<file path="src/rtl/fetch_controller.sv">
`default_nettype none
// ============================================================================
// fetch_controller: PC-ordered i-bus read sequencer with credit-limited
// outstanding reads and an instruction buffer. Redirects flush stale data.
// Revision: 1.0
// ============================================================================
module fetch_controller #(
    parameter int                  BUS_WIDTH       = 32,
    parameter int                  PC_WIDTH        = 32,
    parameter logic [PC_WIDTH-1:0] PC_INIT         = '0,
    parameter int                  INST_WIDTH      = 32,
    parameter int                  MAX_OUTSTANDING = 2,
    parameter int                  BUF_DEPTH       = 4
) (
    input  logic                  clk,
    input  logic                  rst,
    output logic                  i_raddr_valid,
    input  logic                  i_raddr_ready,
    output logic [BUS_WIDTH-1:0]  i_raddr,
    input  logic                  i_rdata_valid,
    output logic                  i_rdata_ready,
    input  logic [BUS_WIDTH-1:0]  i_rdata,
    output logic                  inst_valid,
    input  logic                  inst_ready,
    output logic [INST_WIDTH-1:0] inst,
    output logic [PC_WIDTH-1:0]   inst_pc,
    input  logic                  redirect_valid,
    input  logic [PC_WIDTH-1:0]   redirect_pc
);

    localparam int OW = $clog2(MAX_OUTSTANDING + 1);
    localparam int AW = $clog2(BUF_DEPTH);
    localparam int SW = ((OW > AW + 1) ? OW : AW + 1) + 1;
    localparam logic [SW-1:0] MAX_OUT = SW'(MAX_OUTSTANDING);
    localparam logic [SW-1:0] DEPTH   = SW'(BUF_DEPTH);

    localparam logic [1:0] IDLE      = 2'd0;
    localparam logic [1:0] REQ       = 2'd1;
    localparam logic [1:0] REQ_STALE = 2'd2;

    logic [1:0]            state, state_nxt;
    logic [PC_WIDTH-1:0]   fetch_pc, fetch_nxt, resp_pc, target_pc;
    logic [BUS_WIDTH-1:0]  raddr;
    logic [OW-1:0]         outstanding, out_nxt, drop_cnt, drop_nxt;
    logic                  rdata_ready;
    logic [AW:0]           wr_ptr, rd_ptr, buf_count, count_nxt;
    logic [INST_WIDTH-1:0] buf_inst [BUF_DEPTH];
    logic [PC_WIDTH-1:0]   buf_pc   [BUF_DEPTH];

    logic accept, beat, discard, push, pop, credit;
    logic [SW-1:0] out_ext, count_ext;

    assign accept    = (state != IDLE) && i_raddr_ready;
    assign beat      = i_rdata_valid && rdata_ready;
    assign discard   = beat && (drop_cnt != '0);
    assign push      = beat && !discard && !redirect_valid;
    assign pop       = inst_valid && inst_ready && !redirect_valid;
    assign target_pc = redirect_pc & ~PC_WIDTH'(3);
    assign buf_count = wr_ptr - rd_ptr;

    assign out_nxt   = outstanding + OW'(accept) - OW'(beat);
    assign count_nxt = redirect_valid ? '0 : buf_count + (AW+1)'(push) - (AW+1)'(pop);
    assign out_ext   = {{(SW-OW){1'b0}}, out_nxt};
    assign count_ext = {{(SW-AW-1){1'b0}}, count_nxt};

    // Credit is judged on post-edge counts so a newly committed address always has buffer room.
    assign credit = (out_ext < MAX_OUT) && ((out_ext + count_ext) < DEPTH);

    always_comb begin
        state_nxt = state;
        case (state)
            IDLE: begin
                if (!redirect_valid && credit) state_nxt = REQ;
            end
            REQ: begin
                if (redirect_valid)  state_nxt = accept ? IDLE : REQ_STALE;
                else if (accept)     state_nxt = credit ? REQ : IDLE;
            end
            REQ_STALE: begin
                if (accept) state_nxt = IDLE;
            end
            default: state_nxt = IDLE;
        endcase
    end

    always_comb begin
        fetch_nxt = fetch_pc;
        if (redirect_valid)              fetch_nxt = target_pc;
        else if (state == REQ && accept) fetch_nxt = fetch_pc + PC_WIDTH'(4);
    end

    // On redirect everything still in flight (including a same-edge accept) is stale.
    always_comb begin
        if (redirect_valid) drop_nxt = out_nxt;
        else                drop_nxt = drop_cnt - OW'(discard) + OW'((state == REQ_STALE) && accept);
    end

    always_ff @(posedge clk) begin
        if (!rst) begin
            state       <= IDLE;
            fetch_pc    <= PC_INIT;
            resp_pc     <= PC_INIT;
            raddr       <= BUS_WIDTH'(PC_INIT);
            outstanding <= '0;
            drop_cnt    <= '0;
            rdata_ready <= 1'b0;
            wr_ptr      <= '0;
            rd_ptr      <= '0;
        end else begin
            state       <= state_nxt;
            fetch_pc    <= fetch_nxt;
            outstanding <= out_nxt;
            drop_cnt    <= drop_nxt;
            rdata_ready <= 1'b1;
            if (!((state != IDLE) && !accept)) raddr <= BUS_WIDTH'(fetch_nxt);
            if (redirect_valid) begin
                resp_pc <= target_pc;
                wr_ptr  <= '0;
                rd_ptr  <= '0;
            end else begin
                if (push) resp_pc <= resp_pc + PC_WIDTH'(4);
                wr_ptr <= wr_ptr + (AW+1)'(push);
                rd_ptr <= rd_ptr + (AW+1)'(pop);
            end
        end
    end

    always_ff @(posedge clk) begin
        if (push) begin
            buf_inst[wr_ptr[AW-1:0]] <= i_rdata[INST_WIDTH-1:0];
            buf_pc[wr_ptr[AW-1:0]]   <= resp_pc;
        end
    end

    assign i_raddr_valid = (state != IDLE);
    assign i_raddr       = raddr;
    assign i_rdata_ready = rdata_ready;
    assign inst_valid    = (buf_count != '0);
    assign inst          = buf_inst[rd_ptr[AW-1:0]];
    assign inst_pc       = buf_pc[rd_ptr[AW-1:0]];

`ifndef SYNTHESIS
    a_no_orphan_beat: assert property (@(posedge clk) disable iff (!rst) beat |-> (outstanding != '0));
    a_out_bound:      assert property (@(posedge clk) disable iff (!rst) ({{(SW-OW){1'b0}}, outstanding} <= MAX_OUT));
    a_buf_bound:      assert property (@(posedge clk) disable iff (!rst) ({{(SW-AW-1){1'b0}}, buf_count} <= DEPTH));
`endif

endmodule
`default_nettype wire

</file>
<file path="config.mk">
export PLATFORM = sky130hd
export DESIGN_NAME = fetch_controller
export DESIGN_NICKNAME = d
export VERILOG_FILES = /design/src/rtl/fetch_controller.sv
export SDC_FILE = /design/constraint.sdc
export NUM_CORES = 1
export LEC_CHECK = 0
export BUFFER_PORTS_ARGS = -buffer_cell sky130_fd_sc_hd__buf_2
export CAP_MARGIN = 20
export CORE_ASPECT_RATIO = 0.75
export CORE_UTILIZATION = 40
export CTS_BUF_LIST = sky130_fd_sc_hd__clkbuf_4
export CTS_CLUSTER_SIZE = 20
export DETAILED_ROUTE_END_ITERATION = 10
export SLEW_MARGIN = 20
export SYNTH_ARGS = -nofsm -noshare
export SYNTH_HDL_FRONTEND = slang
export SYNTH_SLANG_ARGS = --single-unit
</file>
<file path="constraint.sdc">
create_clock -name clk -period 6.55 [get_ports clk]
set_input_delay 0.9825 -clock clk [delete_from_list [all_inputs] [get_ports clk]]
set_output_delay 0.9825 -clock clk [all_outputs]
set_load 0.005 [all_outputs]
</file>
; ---- Word level (Yosys, flattened, before mapping)
; Memory sizes are Yosys's and may differ from the RTL's. A register that Yosys moved wholly into a read port is not among the register bits.
; Cells that the tools add are included.
[word_totals]
wordCells = 72
ff_bits = 109
ram_bits = 256
input_bits = 70
memories = 2
[op_classes]
addsub = 12
bitwise = 1
mux = 18
n_reduce_logical = 22
magnitude_cmp = 2
n_eq_ne = 5
[memory_table]
columns = memory, words, word_bits, read_ports, rd_ports_with_merged_regs, wr, line
row1 = buf_inst, 4, 32, 1, 1, 1, 47  ; logic [INST_WIDTH-1:0] buf_inst [BUF_DEPTH];
row2 = buf_pc, 4, 32, 1, 1, 1, 48  ; logic [PC_WIDTH-1:0] buf_pc [BUF_DEPTH];
[op_table]
columns = op, n
row1 = $mux W32, 4
row2 = $add A32 B3 Y32 const B, 2
row3 = $mux W2, 8
row4 = $logic_and A1 B1 Y1, 12
row5 = $add A3 B1 Y3, 3
row6 = $pmux W2 S3, 1
row7 = $reduce_bool A2 Y1, 3
row8 = $add A2 B1 Y2, 2
row9 = $add A2 B3 Y4, 1
row10 = $lt A4 B3 Y1 const B, 1
row11 = $mux W1, 4
row12 = $ne A2 B2 Y1 const B, 2
row13 = $sub A2 B1 Y2, 2
row14 = $logic_not A1 Y1, 3
row15 = $mux W3, 1
row16 = $ne A3 B3 Y1 const B, 1
row17 = $reduce_and A3 Y1, 1
row18 = $reduce_bool A3 Y1, 1
row19 = $sub A3 B1 Y3, 1
row20 = $sub A3 B3 Y3, 1
row21 = $eq A2 B1 Y1 const B, 1
row22 = $eq A2 B2 Y1 const B, 1
row23 = $logic_not A2 Y1, 1
row24 = $lt A2 B2 Y1 const B, 1
row25 = 2 further kinds, 2

; ---- Logic depth before layout (Yosys ltp)
; Gate-level depths: netlist (run 1).
[depth]
word_depth = 15
depth_mapped = 17
depth_no_buf = 17

; ---- Worst setup path after synthesis (run 1)
; Ideal clock, no wire load.
[synth_path]
path_kind = input to register
start = in redirect_valid
end = mem buf_inst[0][0] (enable)
required_ns = 5.991
stages = 4
path_buffers = 1
arrival_ns = 5.765
path_slack_ns = 0.226
setup_time_ns = 0.559
cell_sequence = inv_1 -> clkbuf_1 -> nand2_1 -> nor3_1
[synth_between]
elab_chain_len = 4
[synth_lines]
columns = item, line
row1 = from (decl), 27  ; input logic redirect_valid,
row2 = $logic_not A1 Y1, 56  ; assign push = beat && !discard && !redirect_valid;
row3 = $logic_and A1 B1 Y1, 56
row4 = $mux W1, 129  ; if (push) begin
row5 = $mux W1 (not written as such), 130  ; buf_inst[wr_ptr[AW-1:0]] <= i_rdata[INST_WIDTH-1:0];
row6 = to (decl), 47
; Every way passes these cells.

; ---- Worst setup path after layout (run 1)
[layout_path]
start = reg rd_ptr[1]
end = reg state[0]
[layout_between]
elab_chain_len = 13
word_cells_on_any_way = 17
cone_classes = 4 x add/sub / 1 x order compare / 1 x eq/ne / 5 x mux / 6 x reduce/logical
[layout_lines]
columns = item, line
row1 = from (decl), 46  ; logic [AW:0] wr_ptr, rd_ptr, buf_count, count_nxt;
row2 = from (signal assigned), 123  ; rd_ptr <= rd_ptr + (AW+1)'(pop);
row3 = $sub A3 B3 Y3 *, 59  ; assign buf_count = wr_ptr - rd_ptr;
row4 = "parallel branches: the longest is 3 deep, another holds $add A3 B1 Y3", -
row5 = $sub A3 B1 Y3 *, 62  ; assign count_nxt = redirect_valid ? '0 : buf_count + (AW+1)'(push) - (AW+1)'(pop);
row6 = $mux W3 *, 62
row7 = $add A2 B3 Y4 *, 67  ; assign credit = (out_ext < MAX_OUT) && ((out_ext + count_ext) < DEPTH);
row8 = $lt A4 B3 Y1 *, 67
row9 = $logic_and A1 B1 Y1 *, 67
row10 = $mux W1, 77  ; else if (accept) state_nxt = credit ? REQ : IDLE;
row11 = $mux W2, 77
row12 = $mux W2, 76  ; if (redirect_valid) state_nxt = accept ? IDLE : REQ_STALE;
row13 = $pmux W2 S3, 71  ; case (state)
row14 = to (signal assigned), 110  ; state <= state_nxt;
row15 = to (decl), 41  ; logic [1:0] state, state_nxt;
; Mark *: on every way between the ends. The select of a mux whose other input is x is not followed.
; A chain may end at the register's enable or synchronous reset.

==> qor.txt, run 1 <==
Status = finished, violations left
Violations in the final reports = design-rule violations
Total DRC errors in the routed layout = 24
Worst EP arrival = 4940 ps
Pre-CTS WS = 2190 ps
WP data required = 7230 ps
CP Max Fanout = 64
Initial antenna violation count = 2
Iter 0 DRT Violations = 727
Final Skew = 35.1 ps
Most used flip-flop cell after synthesis = edfxtp_1
Crit Path Class = flop to flop
Unrepaired setup endpoints after global routing = no
CTS max path bufs = 3
Fin cells = 1667
Clk pwr share = 40.2%
Synth Warn # = 0
XOR/XNOR Fraction of Synth Area = 3.45%
Max VDD drop = 0.137 mV
Fmax = 0.235 GHz
Clock Tree Root = clkbuf_4
Largest family of logic cells by synthesized area = multiplexers
Vias per inst = 5.24
Area growth syn-to-layout = 17.1%
Std cell rows = 59
Unique masters post-synth = 63
Largest net degree at the start of global routing = 65
NumNets Final = 1226
Fin util = 47.8%
Vias in the first global route = 8498
Chip width = 220 um
Compound-Gate Fraction of Synth Area = 6.16%
Hold WC Path Type = primary input to flop
Global-route wire length before repair = 48200 um
Worst-path clk slew = 70 ps
Cell area power density = 283 nW/um^2
Relative slew margins = 31.3%
Number of flops mapped to enable cells by yosys = 248
Layout cells sized above 1 = 33.1%
Combinational Power Share = 6.0%
CTS Hold Bufs = 0
Avg Inst Size Synth = 15.3 um^2
LEAKAGE = 6.01 nW
# setup viols final = 0
Psw = 1.10 mW
Critical Path Start Type = flop
GRT Residual Overflow = 0
CTS tree = done
Fraction of synthesized area in multiplexers = 10.1%
Routed vias = 8731
Placed inst area = 15500 um^2
Final Hold Viols = 0
Cts bufs inserted = 88
Sequential power share = 53.8%
Io pins = 169
Crit. End Element = flop
Post-synthesis sequential area ratio = 67.4%
Die H = 165 um
Fill cell count = 3109
WL/cell = 19.1 um
Setup bufs post-CTS = 0
Cells after Synth = 928
WL final = 31800 um
Sw frac = 23.4%
Async SR Flop Fraction = 0%
ANT nets after route = 0
Simple-Gate Fraction of Synth Area = 9.26%
GRT Total Usage = 17.8%
Clock sinks = 355
Slew Viols, Final = 0
Die area = 36300 um^2
Dpl hpwl = 19800 um
Htree depth = 3
Post-Synth Adder-Cell Area = 1.51%
Fin worst setup slack = 2290 ps
Syn Std Cell Area = 14200 um^2
Number of synthesized register bits = 355
Final Critical Period = 4260 ps
CORE AREA = 34800 um^2
Clk_lat worst skew = 750 ps
Design area = 16700 um^2
Pint = 3.62 mW
Placed Cells = 1507
DR pass1 iterations = 8
Max-cap violations = 0
RePlAce Congestion = 0.825
Final Cycle Share = 65.0%
Starting Density = 40.8%
Final TNS setup = 0 ps
Cts repair resizes = 0
PortBufs = 164
Worst slew pin tran = 1030 ps
cell families after synthesis:
| family | Yosys count |
|---|---|
| other cells | 1 |
| fa+ha+maj | 16 |
| flops | 355 |
| compound gates | 140 |
| buf+inv | 66 |
| simple gates | 228 |
| mux | 66 |
| xor+xnor | 56 |
synth_stat cells, drive strengths merged, types with 2 or more instances:
| library cell | number | area share, % |
|---|---|---|
| nor2 | 35 | 0.92 |
| a221oi | 10 | 0.79 |
| o311ai | 2 | 0.12 |
| inv | 12 | 0.32 |
| clkbuf | 29 | 0.77 |
| fa | 2 | 0.28 |
| or2 | 4 | 0.19 |
| mux2 | 2 | 0.16 |
| xnor2 | 31 | 1.9 |
| and2 | 10 | 0.44 |
| o31ai | 12 | 0.63 |
| a21oi | 61 | 2.1 |
| nand2b | 10 | 0.44 |
| ha | 14 | 1.2 |
| a21boi | 3 | 0.16 |
| mux2i | 2 | 0.14 |
| dfxtp | 107 | 15 |
| nor4 | 13 | 0.93 |
| xor2 | 25 | 1.5 |
| o211a | 2 | 0.14 |
| o21a | 2 | 0.11 |
| and3 | 22 | 0.98 |
| and4 | 9 | 0.56 |
| a311oi | 2 | 0.12 |
| o31a | 4 | 0.25 |
| nand4 | 18 | 0.98 |
| nor2b | 4 | 0.18 |
| nand2 | 45 | 1.2 |
| buf | 24 | 0.97 |
| edfxtp | 248 | 52 |
| nand3 | 34 | 1.3 |
| nor3 | 17 | 0.60 |
| o311a | 3 | 0.21 |
| mux4 | 62 | 9.8 |
| o21ai | 34 | 1.2 |
sequential cells by signal (all words and copies together) (netlist names):
| register | flops |
|---|---|
| resp_pc | 30 |
| i_raddr | 32 |
| i_rdata_ready | 1 |
| rd_ptr | 3 |
| buf_inst | 128 |
| buf_pc | 120 |
| wr_ptr | 3 |
| state | 2 |
| drop_cnt | 2 |
| outstanding | 2 |
| fetch_pc | 32 |
worst max-delay path, cell delays in order (launching register included):
cell and delay (ps):
dfxtp_4 1000, fa_1 350, xor2_1 180, xnor2_1 190, nand3_1 120, and3_1 220
ha_1 270, inv_1 40, ha_1 190, fa_1 440, nor2b_1 160, ha_1 220
or3_1 340, a311oi_1 210, o21ai_0 130, o2bb2ai_1 150
per-stage QoR:
stage	power, mW	hold slack (ps)
after floorplan	2.74	448
after CTS	4.79	333
after detailed placement	2.87	445
after global routing	4.94	338
final	4.72	438
after global placement	2.86	439
final cells by class:
cell class	instances	area (um^2)	area share, %
Antenna cell	3	7.51	0.0451
Sequential cell	355	9600	57.6
Clock buffer	129	968	5.81
Clock inverter	28	194	1.16
Tap cell	457	572	3.43
Inverter	13	48.8	0.293
Timing Repair Buffer	174	896	5.38
Multi-Input combinational cell	508	4370	26.3
power by group through the flow:
| stage | registers [mW] | clock network, mW | logic (mW) |
|---|---|---|---|
| 3_3_place_gp | 2.58 | 0 | 0.278 |
| 4_1_cts | 2.54 | 1.96 | 0.285 |
| 3_5_place_dp | 2.59 | 0 | 0.283 |
| 5_1_grt | 2.55 | 2.08 | 0.313 |
| 6_report | 2.54 | 1.90 | 0.284 |
| 2_1_floorplan | 2.57 | 0 | 0.165 |
path summary, 6_finish.rpt:
path	slack, ps	endpoint	startpoint	cells after the start
max	2290	state[0]	rd_ptr[1]	15
min	440	buf_inst[0][1]	i_rdata[1]	1
max reg2reg	2290	state[0]	rd_ptr[1]	15
min reg2reg	450	i_raddr[1]	i_raddr[1]	2
routing by layer:
metal | vias to the layer above | GRT usage (%) | wire [um]
li1 | 4092 | - | -
met1 | 4287 | 26.3 | 15500
met2 | 307 | 25.1 | 13600
met3 | 45 | 5.04 | 2270
met4 | 0 | 5.58 | 469
met5 | - | 0 | 0
cell usage in the layout (no fill, tap or decap), types with 21 or more instances in the layout:
cell	count
xor2_1	25
mux4_2	62
a21oi_1	61
o21ai_0	34
nand3_1	33
xnor2_1	31
and3_1	21
buf_2	164
edfxtp_1	248
nor2_1	33
nand2_1	45
clkinv_1	22
dfxtp_1	105
clkbuf_4	129
(Power assumes the default switching activity.)
==> run 2: changes to the inputs <==
- clock period: 6.55 -> 4.1 ns (I/O delays scaled with it)
==> qor.txt, run 2 (synthesized netlist as in run 1, its figures left out) <==
Hold Path End = buf_inst[3][20]
Initial antenna violation count = 1
Fill cell count = 3134
CORE AREA = 34800 um^2
Final Skew = 50.7 ps
Dpl hpwl = 19600 um
LEAKAGE = 6.04 nW
Hold WC Path Type = primary input to flop
CP Max Fanout = 4
CTS tree = done
CTS max path bufs = 3
Fin cells = 1675
WL/cell = 19.0 um
Crit Path Class = flop to flop
GRT Total Usage = 17.7%
Worst EP arrival = 4560 ps
Fmax = 0.256 GHz
Clock sinks = 355
Starting Density = 40.8%
Std cell rows = 59
Max VDD drop = 0.192 mV
PortBufs = 164
Most frequent cells in the layout = edfxtp_1, buf_2, clkbuf_4
R2R depth = 17
Commonest non-fill, non-tap cell in the layout = edfxtp_1
Hold Path Origin = i_rdata[20]
Cell area power density = 444 nW/um^2
Placed Cells = 1512
Overall power = 7.43 mW
Global-route wire length before repair = 48800 um
DR pass1 iterations = 8
Final Hold Viols = 0
GRT Residual Overflow = 0
Worst slew pin tran = 959 ps
Chip width = 220 um
Critical Path Start Type = flop
Status = finished, violations left
Crit path from = wr_ptr[0]
Max reg flops = 128
Reg2reg start = wr_ptr[0]
Max-cap violations = 0
WL final = 31700 um
Final Cycle Share = 95.2%
Slew Viols, Final = 0
Violations in the final reports = design-rule violations
Die area = 36300 um^2
Routed vias = 8753
Final TNS setup = 0 ps
Crit. End Element = flop
Vias in the first global route = 8690
Layout cells sized above 1 = 33.6%
R2R Path End = state[0]
Cts bufs inserted = 90
Htree depth = 3
Clk_lat worst skew = 720 ps
Worst Hold Depth = 1
Relative slew margins = 36.1%
Area growth syn-to-layout = 17.6%
Total DRC errors in the routed layout = 26
Area of the multi-input gates = 4370 um^2
Largest net degree at the start of global routing = 76
WP data required = 4760 ps
Reg2reg setup slack = 200 ps
Worst-path clk slew = 70 ps
NumNets Final = 1234
Vias per inst = 5.23
# setup viols final = 0
CTS Hold Bufs = 0
Register Area = 9600 um^2
Io pins = 169
Clock Tree Root = clkbuf_4
Die H = 165 um
RePlAce Congestion = 0.801
Final Critical Period = 3900 ps
Iter 0 DRT Violations = 591
Unrepaired setup endpoints after global routing = no
ANT nets after route = 0
==> run 2: changes by cell type in the layout (fill, tap and decap cells not counted), moves of 2 or more <==
cell / change
buf_12: +4
clkinv_2: +3
buf_4: +2
bufinv_16: -2
clkbuf_4: -2
clkinv_1: +2
clkinv_4: +2
diode_2: -2
==> run 2: final cells by class <==
class	instances	area share (%)
Timing Repair Buffer	180	5.92
Antenna cell	1	0.0150
Clock buffer	127	5.70
Sequential cell	355	57.4
Tap cell	457	3.42
Inverter	13	0.292
Multi-Input combinational cell	508	26.1
Clock inverter	34	1.11
==> run 2: worst max-delay path by stage <==
| stage | end | slack [ps] | cells past startpoint |
|---|---|---|---|
| 2_1_floorplan | buf_inst[1][0] | -1860 | 4 |
| 3_3_place_gp | state[0] | 200 | 17 |
| 3_5_place_dp | state[0] | 110 | 17 |
| 4_1_cts | state[0] | 90 | 17 |
| 5_1_grt | state[0] | 20 | 17 |
| 6_report | state[0] | 200 | 17 |
==> run 2: power breakdown <==
part | total (mW) | internal [mW] | switching, mW
sequential | 4.06 | 3.95 | 0.104
clock | 2.92 | 1.51 | 1.42
combinational | 0.454 | 0.197 | 0.256
==> run 2: critical path: stages, from the launching register on <==
cell and delay (ps):
dfxtp_4 380, inv_1 60, ha_1 200, fa_1 380
xor2_1 160, xnor2_1 230, nand3_1 130, and3_1 220
ha_1 280, inv_1 40, ha_1 180, fa_1 450
nor2b_1 150, ha_1 180, or3_1 340, a311oi_1 200
o21ai_0 140, o2bb2ai_1 130
==> run 2: repair_timing <==
action                                  in CTS  in global routing
endpoints found under the hold margin        0                  0
setup buffers                                0                  1
endpoints found under the setup margin       0                  1
resized for setup                            0                  2
==> run 2: per-stage QoR <==
step | setup slack (ps) | hold slack [ps] | utilization, % | area, um^2
after global placement | 204 | 442 | 44.7 | 15600
after detailed placement | 106 | 450 | 44.7 | 15600
final | 197 | 104 | 48.0 | 16700
after floorplan | -1860 | 448 | - | 14200
after CTS | 93.5 | 16.6 | 48.0 | 16700
after global routing | 18.2 | 32.3 | 48.0 | 16700
==> run 2: per-layer routing <==
metal / share of wire [%] / GRT usage (%) / wire (um) / vias to the layer above
met5: 0 / 0 / 0 / -
met4: 1.9 / 6.39 / 618 / 0
met3: 6.7 / 3.97 / 2130 / 55
met2: 43 / 25.6 / 13600 / 303
met1: 48 / 26.0 / 15400 / 4303
li1: - / - / - / 4092
